===== config.mk =====
export PLATFORM = sky130hd
export DESIGN_NAME = cxapbasyncbridge_fifo_wr_ctrl
export DESIGN_NICKNAME = d
export VERILOG_FILES = /design/src/rtl/cxapbasyncbridge_fifo_wr_ctrl.sv
export SDC_FILE = /design/constraint.sdc
export NUM_CORES = 1
export LEC_CHECK = 0
export BUFFER_PORTS_ARGS = -buffer_cell sky130_fd_sc_hd__buf_4
export CAP_MARGIN = 40
export CORE_MARGIN = 10
export CORE_UTILIZATION = 43
export CTS_CLUSTER_DIAMETER = 50
export DETAILED_ROUTE_END_ITERATION = 12
export HOLD_SLACK_MARGIN = 0.15
export MAX_ROUTING_LAYER = met4
export PLACE_DENSITY = 0.81
export SYNTH_ARGS = -nofsm -noshare
export SYNTH_HDL_FRONTEND = slang
export SYNTH_SLANG_ARGS = --single-unit

===== constraint.sdc =====
create_clock -name clk -period 2.2 [get_ports clk]
set_clock_uncertainty 0.15 [all_clocks]
set_input_delay 0.11 -clock clk [delete_from_list [all_inputs] [get_ports clk]]
set_output_delay 0.11 -clock clk [all_outputs]
set_load 0.02 [all_outputs]

===== src/rtl/cxapbasyncbridge_fifo_wr_ctrl.sv =====
// Write-side pointer/flag controller for the APB async bridge FIFO: Gray write pointer launch plus run/drain/stop FSM.
// Optional sticky overflow flag ovf_err is built when CXAPBASYNCBRIDGE_OVERFLOW_ERR_EN is defined.
module cxapbasyncbridge_fifo_wr_ctrl #(
  parameter int ADDR_WIDTH = 2,
  localparam int PW = ADDR_WIDTH + 1
) (
  input  logic                  clk,
  input  logic                  resetn,
  input  logic                  ctrl_en,
  input  logic                  push_valid,
  output logic                  push_ready,
  input  logic [PW-1:0]         rd_ptr_gry_sync,
  output logic                  wr_en,
  output logic [ADDR_WIDTH-1:0] wr_addr,
  output logic [PW-1:0]         wr_ptr_gry,
  output logic                  launch_en,
  output logic [PW-1:0]         level,
  output logic                  full,
  output logic                  empty,
  output logic                  idle
`ifdef CXAPBASYNCBRIDGE_OVERFLOW_ERR_EN
  ,
  output logic                  ovf_err
`endif
);

  typedef enum logic [1:0] {
    STOPPED = 2'd0,
    RUN     = 2'd1,
    DRAIN   = 2'd2
  } state_t;

  // Full when the pointers differ only in their top two Gray bits.
  localparam logic [PW-1:0] FULL_MASK = PW'(3) << (PW - 2);

  state_t          state;
  logic [PW-1:0]   wr_ptr_bin;
  logic [PW-1:0]   wr_ptr_bin_nxt;
  logic [PW-1:0]   wr_ptr_gry_nxt;
  logic [PW-1:0]   rd_ptr_bin;
  logic            full_nxt;
  logic            empty_nxt;

  function automatic logic [PW-1:0] gray2bin(input logic [PW-1:0] g);
    logic [PW-1:0] b;
    b[PW-1] = g[PW-1];
    for (int i = PW - 2; i >= 0; i--) begin
      b[i] = b[i+1] ^ g[i];
    end
    return b;
  endfunction

  assign push_ready     = (state == RUN) && !full;
  assign wr_en          = push_valid && push_ready;
  assign wr_addr        = wr_ptr_bin[ADDR_WIDTH-1:0];
  assign wr_ptr_bin_nxt = wr_ptr_bin + PW'(wr_en);
  assign wr_ptr_gry_nxt = wr_ptr_bin_nxt ^ (wr_ptr_bin_nxt >> 1);
  assign rd_ptr_bin     = gray2bin(rd_ptr_gry_sync);
  assign full_nxt       = (wr_ptr_gry_nxt == (rd_ptr_gry_sync ^ FULL_MASK));
  assign empty_nxt      = (wr_ptr_gry_nxt == rd_ptr_gry_sync);

  always_ff @(posedge clk or negedge resetn) begin
    if (!resetn) begin
      wr_ptr_bin <= '0;
      wr_ptr_gry <= '0;
      launch_en  <= 1'b0;
      level      <= '0;
      full       <= 1'b0;
      empty      <= 1'b1;
    end else begin
      wr_ptr_bin <= wr_ptr_bin_nxt;
      wr_ptr_gry <= wr_ptr_gry_nxt;
      launch_en  <= wr_en;
      level      <= wr_ptr_bin_nxt - rd_ptr_bin;
      full       <= full_nxt;
      empty      <= empty_nxt;
    end
  end

  // Drain exits on the freshly computed empty so idle follows the read pointer by one cycle;
  // re-enable takes priority over the drain completing.
  always_ff @(posedge clk or negedge resetn) begin
    if (!resetn) begin
      state <= STOPPED;
      idle  <= 1'b1;
    end else begin
      case (state)
        STOPPED: begin
          if (ctrl_en) begin
            state <= RUN;
            idle  <= 1'b0;
          end
        end
        RUN: begin
          if (!ctrl_en) state <= DRAIN;
        end
        DRAIN: begin
          if (ctrl_en) begin
            state <= RUN;
          end else if (empty_nxt) begin
            state <= STOPPED;
            idle  <= 1'b1;
          end
        end
        default: begin
          state <= STOPPED;
          idle  <= 1'b1;
        end
      endcase
    end
  end

`ifdef CXAPBASYNCBRIDGE_OVERFLOW_ERR_EN
  always_ff @(posedge clk or negedge resetn) begin
    if (!resetn) begin
      ovf_err <= 1'b0;
    end else if (push_valid && full && (state == RUN)) begin
      ovf_err <= 1'b1;
    end
  end
`endif

endmodule

# Word-level counts from Yosys, hierarchy flattened
# Cells that the tools add are included.
[totals]
latch_bits = 0
romBits = 0
ff_bits = 15
ramBits = 0
mem_count = 0
[op_classes]
mux = 9
eq_ne = 9
mul = 0
n_bitwise = 5
order_cmp = 0
addsub = 2
n_reduce_logical = 6
div = 0
n_shift = 0
[ops]
columns = ["operator", "n"]
rows = [
  ["2-to-1 mux 2 bit", 4],
  ["inequality test 2 bit, second input constant", 4],
  ["equality test 3 bit", 2],
  ["case mux 2 bit (3 select lines)", 1],
  ["AND reduction 4 bit", 1],
  ["adder 3 x 1 -> 3 bit", 1],
  ["2-to-1 mux 1 bit", 3],
  ["inequality test 3 bit, second input constant", 1],
  ["case mux 1 bit (3 select lines)", 1],
  ["AND reduction 3 bit", 1],
  ["subtractor 3 bit", 1],
  ["bitwise XOR 3 x 2 -> 3 bit", 1],
  ["equality test 2 x 1 -> 1 bit, second input constant", 1],
  ["equality test 2 bit, second input constant", 1],
  ["logical AND 1 bit", 2],
  ["logical NOT 2 bit", 1],
  ["inverter 2 bit", 1],
  ["bitwise XOR 1 bit", 2],
  ["logical NOT 1 bit", 1],
  ["inverter 1 bit", 1],
]

# Logic depth before layout (Yosys ltp)
[logic_depth]
depth_word = 9
ltp_mapped = 10
ltp_nobuf = 10

# Worst setup path after synthesis
# No wires, ideal clock.
[synth_timing]
path_type = "flip-flop to flip-flop"
start = "register state[1]"
end = "register idle"
path_buffers = 0
path_stages_with_launch = 10
t_arrival_ns = 2.458
setup_time_ns = 0.082
period_less_slack_ns = 2.690
setup_slack_ns = -0.490
path_cell_list = "dfrtp_1 nand2b_1 nor2_1 and2_1 ha_1 ha_1 xor2_4 mux2i_1 o22ai_2 o31a_1"
[synth_between]
elab_chain_cells = 8
elab_cells_between_ends = 14
cone_classes = "1 x add/sub; 6 x eq/ne; 1 x mux; 2 x bitwise; 4 x reduce/logical"
[synth_rtl]
columns = ["item", "line_no", "text"]
rows = [
  ["from (decl)", "36", "state_t state;"],
  ["from (signal assigned)", "84", "state <= STOPPED;"],
  ["from (signal assigned)", "90", "state <= RUN;"],
  ["from (signal assigned)", "95", "if (!ctrl_en) state <= DRAIN;"],
  ["equality test 2 x 1 -> 1 bit", "53", "assign push_ready = (state == RUN) && !full;"],
  ["logical AND 1 bit", "53", ""],
  ["via push_ready", "11", "output logic push_ready,"],
  ["logical AND 1 bit", "54", "assign wr_en = push_valid && push_ready;"],
  ["via wr_en", "13", "output logic wr_en,"],
  ["adder 3 x 1 -> 3 bit", "56", "assign wr_ptr_bin_nxt = wr_ptr_bin + PW'(wr_en);"],
  ["via wr_ptr_bin_nxt[2]", "38", "logic [PW-1:0] wr_ptr_bin_nxt;"],
  ["bitwise XOR 3 x 2 -> 3 bit", "57", "assign wr_ptr_gry_nxt = wr_ptr_bin_nxt ^ (wr_ptr_bin_nxt >> 1);"],
  ["equality test 3 bit", "60", "assign empty_nxt = (wr_ptr_gry_nxt == rd_ptr_gry_sync);"],
  ["via empty_nxt", "42", "logic empty_nxt;"],
  ["inequality test 2 bit (no line)", "n/a", ""],
  ["AND reduction 4 bit (no line)", "n/a", ""],
  ["to (signal assigned)", "85", "idle <= 1'b1;"],
  ["to (signal assigned)", "91", "idle <= 1'b0;"],
  ["to (signal assigned)", "102", "idle <= 1'b1;"],
  ["to (decl)", "20", "output logic idle"],
]
# The timed path passes the listed nets, and every way through them passes these cells.
# A chain may end at the register's enable or synchronous reset.

# Worst setup path after layout
[layout_timing]
start = "register state[1]"
end = "register level[2]"
[layout_between]
elab_chain_cells = 5
[layout_rtl]
columns = ["item", "line_no", "text"]
rows = [
  ["equality test 2 x 1 -> 1 bit", "53", ""],
  ["logical AND 1 bit", "53", ""],
  ["logical AND 1 bit", "54", ""],
  ["adder 3 x 1 -> 3 bit", "56", ""],
  ["via wr_ptr_bin_nxt[0]", "38", ""],
  ["subtractor 3 bit", "74", "level <= wr_ptr_bin_nxt - rd_ptr_bin;"],
  ["to (signal assigned)", "74", ""],
  ["to (decl)", "17", "output logic [PW-1:0] level,"],
]
# The timed path passes the listed nets, and every way through them passes these cells.

==> reports/metrics.json <==
{
  "status": {"value": "finished, final reports clean"},
  "power.internal": {"value": 0.000810, "unit": "W"},
  "setup-violations-final": {"value": 0},
  "antenna_found_initial": {"value": 0},
  "place_ws": {"value": 0.0416, "unit": "ns"},
  "finalWirelength": {"value": 1330, "unit": "um"},
  "crit_arrival": {"value": 2.18, "unit": "ns"},
  "total_leakage_power": {"value": 0.472, "unit": "nW"},
  "design.portCount": {"value": 21},
  "power_frac_seq": {"value": 33.0, "unit": "%"},
  "post-synth-top-area-cell": {"value": "sky130_fd_sc_hd__dfrtp_1"},
  "maxCapViolCount": {"value": 0},
  "cpMaxStageDelayCell": {"value": "sky130_fd_sc_hd__dfrtp_1"},
  "cts.sinks": {"value": 14},
  "syn-cell-area": {"value": 663, "unit": "um^2"},
  "final.hold.worst_slack": {"value": 0.188, "unit": "ns"},
  "synth_top_cells_by_area": {"value": "sky130_fd_sc_hd__dfrtp_1 45%, sky130_fd_sc_hd__dfstp_2 7.9%, sky130_fd_sc_hd__mux2i_1 6.0%"},
  "dieWidth": {"value": 59.3, "unit": "um"},
  "ordered_cell_list_for_the_critical_path": {"value": "nand2b_4 > nor2_4 > and2_4 > ha_4 > inv_1 > ha_1 > inv_1 > fa_2 > xor2_2 > xnor2_1"},
  "floorplan.initialDensity": {"value": 44.5, "unit": "%"},
  "global_route_wire_length_before_repair": {"value": 2160, "unit": "um"},
  "mean_number_of_vias_per_cell": {"value": 4.65},
  "cts.clk_slew.worst_paths": {"value": 0.08, "unit": "ns"},
  "power_frac_clock": {"value": 10.8, "unit": "%"},
  "synth_nets": {"value": 64},
  "dr.first_iter.drc_count": {"value": 14},
  "required": {"value": 2.22, "unit": "ns"},
  "drc": {"value": 0},
  "antenna_cells_inserted": {"value": 0},
  "layout.nets": {"value": 100},
  "critPathMostFrequentCell": {"value": "sky130_fd_sc_hd__inv_1"},
  "timing.fmax": {"value": 461, "unit": "MHz"},
  "final.period_utilization": {"value": 98.6, "unit": "%"},
  "worst_skew_pair.late_latency": {"value": 0.27, "unit": "ns"},
  "vias_in_the_first_global_route": {"value": 502},
  "grt_start_max_net_pins": {"value": 13},
  "min_path_type": {"value": "input port to async pin"},
  "synth.top_cell.area_share": {"value": 45.3, "unit": "%"},
  "synth.ff_latch_count": {"value": 14},
  "worst_case_setup_margin_in_the_final_layout": {"value": 0.0315, "unit": "ns"},
  "fp.dieH": {"value": 59.3, "unit": "um"},
  "synth_warnings": {"value": 0},
  "syn_avg_cell_area": {"value": 12.5, "unit": "um^2"},
  "gr-usage-all-layers": {"value": 8.07, "unit": "%"},
  "critical_path_class": {"value": "flip-flop to flip-flop"},
  "layout.cell_area.non_filler": {"value": 1010, "unit": "um^2"},
  "globalplace.congestion": {"value": 0.706},
  "cts_tree": {"value": "built"},
  "power.ir.vdd_worst": {"value": 0.601, "unit": "mV"},
  "core_area": {"value": 1490, "unit": "um^2"},
  "ctsLongestPathBuffers": {"value": 2},
  "startpoint_types": {"value": "flip-flop"},
  "slew_headroom": {"value": 65.0, "unit": "%"},
  "final_antenna_net_count": {"value": 0},
  "report.final.slew_viol_count": {"value": 0},
  "cts_root_buffer": {"value": "sky130_fd_sc_hd__clkbuf_4"},
  "slew_worst_pin": {"value": 0.523, "unit": "ns"},
  "final_hold_viol_count": {"value": 0},
  "pwr-share-comb": {"value": 56.2, "unit": "%"},
  "synth.lib_cells_used.distinct": {"value": 20},
  "grt_setup_unrepaired": {"value": "yes"},
  "routed_wire_per_std_cell": {"value": 12.8, "unit": "um"},
  "dp_hpwl": {"value": 1030, "unit": "um"},
  "first_pass_detailed_route_iteration_total": {"value": 5},
  "netSwitchingFraction": {"value": 39.4, "unit": "%"},
  "core.rowCount": {"value": 14},
  "design.die.area": {"value": 3510, "unit": "um^2"},
  "dpl-instance-area": {"value": 893, "unit": "um^2"},
  "syn_inst": {"value": 53},
  "setup.worst_path.end_class": {"value": "flip-flop"},
  "vias_post_dr": {"value": 484},
  "worstPathMaxFanout": {"value": 4},
  "cts_inserted_buffers": {"value": 3},
  "final_core_util": {"value": 68.0, "unit": "%"},
  "number_of_h_tree_levels": {"value": 1},
  "io_buffers": {"value": 20},
  "grt_overflow_total": {"value": 0},
  "power_per_cell_area": {"value": 1320, "unit": "nW/um^2"},
  "worst_path_largest_cell_delay": {"value": 0.41, "unit": "ns"},
  "power.switching": {"value": 0.000527, "unit": "W"},
  "area_growth": {"value": 52.6, "unit": "%"},
  "timing.final.crit_period": {"value": 2.17, "unit": "ns"},
  "final_layout_size_suffix_gt1_share": {"value": 43.2, "unit": "%"},
  "sequential_share_of_the_synthesized_area": {"value": 53.2, "unit": "%"}
}
-- worst max-delay path, delay by kind of cell (launching register included) --
family	cells	cell delay [ns]
buf+inv	2	0.11
fa+ha+maj	3	0.68
xor+xnor	2	0.27
simple gates	3	0.44
flops	1	0.41
-- layer usage --
metal,wire [um],vias up,part of all wire (%),GRT usage (%)
met5,0,-,0,-
met2,672,14,51,13.1
li1,-,242,-,-
met3,66,2,5.0,1.93
met1,565,226,43,8.64
met4,24,0,1.8,4.92
-- final cells by class --
type | instances | area, um^2
Sequential cell | 14 | 353
Clock buffer | 4 | 26.3
Inverter | 3 | 11.3
Tap cell | 16 | 20.0
Multi-Input combinational cell | 36 | 352
Fill cell | 110 | 477
Timing Repair Buffer | 31 | 250
-- logic make-up after synthesis --
group                    share of synthesized area [%]
flip-flops                                        53.2
adder cells (fa/ha/maj)                           8.68
AND/OR/NAND/NOR                                   10.6
buffers and inverters                             1.70
XOR/XNOR                                          12.1
multiplexers                                      6.04
AO/OA/AOI/OAI                                     7.74
-- placed cells by master, fill, tap and decap left out, drive strengths merged, types with 3 or more instances in the layout --
master and count:
dfrtp 12, dlygate4sd3 7, mux2i 4, ha 3, xor2 5, buf 24
clkbuf 4, inv 3, o22ai 3, nor2 5
-- Yosys cell counts --
cell / n
sky130_fd_sc_hd__a21boi_0: 1
sky130_fd_sc_hd__a21oi_1: 2
sky130_fd_sc_hd__and2_1: 2
sky130_fd_sc_hd__dfrtp_1: 12
sky130_fd_sc_hd__dfstp_2: 2
sky130_fd_sc_hd__fa_1: 1
sky130_fd_sc_hd__ha_1: 3
sky130_fd_sc_hd__inv_1: 3
sky130_fd_sc_hd__mux2i_1: 4
sky130_fd_sc_hd__nand2_1: 2
sky130_fd_sc_hd__nand2b_1: 2
sky130_fd_sc_hd__nor2_1: 5
sky130_fd_sc_hd__nor2b_1: 2
sky130_fd_sc_hd__o22ai_1: 2
sky130_fd_sc_hd__o22ai_2: 1
sky130_fd_sc_hd__o31a_1: 1
sky130_fd_sc_hd__or2_1: 1
sky130_fd_sc_hd__xnor2_1: 2
sky130_fd_sc_hd__xor2_1: 4
sky130_fd_sc_hd__xor2_4: 1
-- through the flow --
step	std cells	setup TNS (ns)	total power (W)
finish	104	0	0.00134
global route	104	-0.148	0.00144
CTS	102	0	0.00134
detailed placement	91	0	0.00119
global placement	91	0	0.00117
floorplan	53	-0.101	0.000914
-- flip-flops by register name (all words and copies together), names as in the netlist --
name / flops
wr_ptr_gry: 2
wr_ptr_bin: 3
full: 1
idle: 1
launch_en: 1
empty: 1
state: 2
level: 3
-- power groups by stage --
| stage | registers, W | logic, W | clock network [W] |
|---|---|---|---|
| floorplan | 0.000574 | 0.000341 | 0 |
| global placement | 0.000445 | 0.000728 | 0 |
| detailed placement | 0.000448 | 0.000737 | 0 |
| CTS | 0.000443 | 0.000749 | 0.000147 |
| global route | 0.000454 | 0.000821 | 0.000161 |
| finish | 0.000441 | 0.000752 | 0.000145 |
-- what timing repair did --
| item | 4_1_cts | 5_1_grt |
|---|---|---|
| buffers inserted | 0 | 2 |
| setup endpoints to repair | 0 | 2 |
| gates resized for setup | 0 | 1 |
| hold endpoints to repair | 23 | 0 |
| hold buffers | 7 | 0 |
-- worst paths after layout --
path	slack, ns	end	startpoint	depth (start not counted)
setup / recovery	0.03	level[2]$_DFF_PN0_	state[1]$_DFFE_PN0P_	10
hold / removal	0.19	idle$_DFFE_PN1P_	resetn	2
setup reg to reg	0.03	level[2]$_DFF_PN0_	state[1]$_DFFE_PN0P_	10
hold reg to reg	0.37	state[0]$_DFFE_PN0P_	state[1]$_DFFE_PN0P_	1
max in group asynchronous	0.78	state[1]$_DFFE_PN0P_	resetn	3
min in group clk	0.37	state[0]$_DFFE_PN0P_	state[1]$_DFFE_PN0P_	1
(Power assumes the default switching activity.)
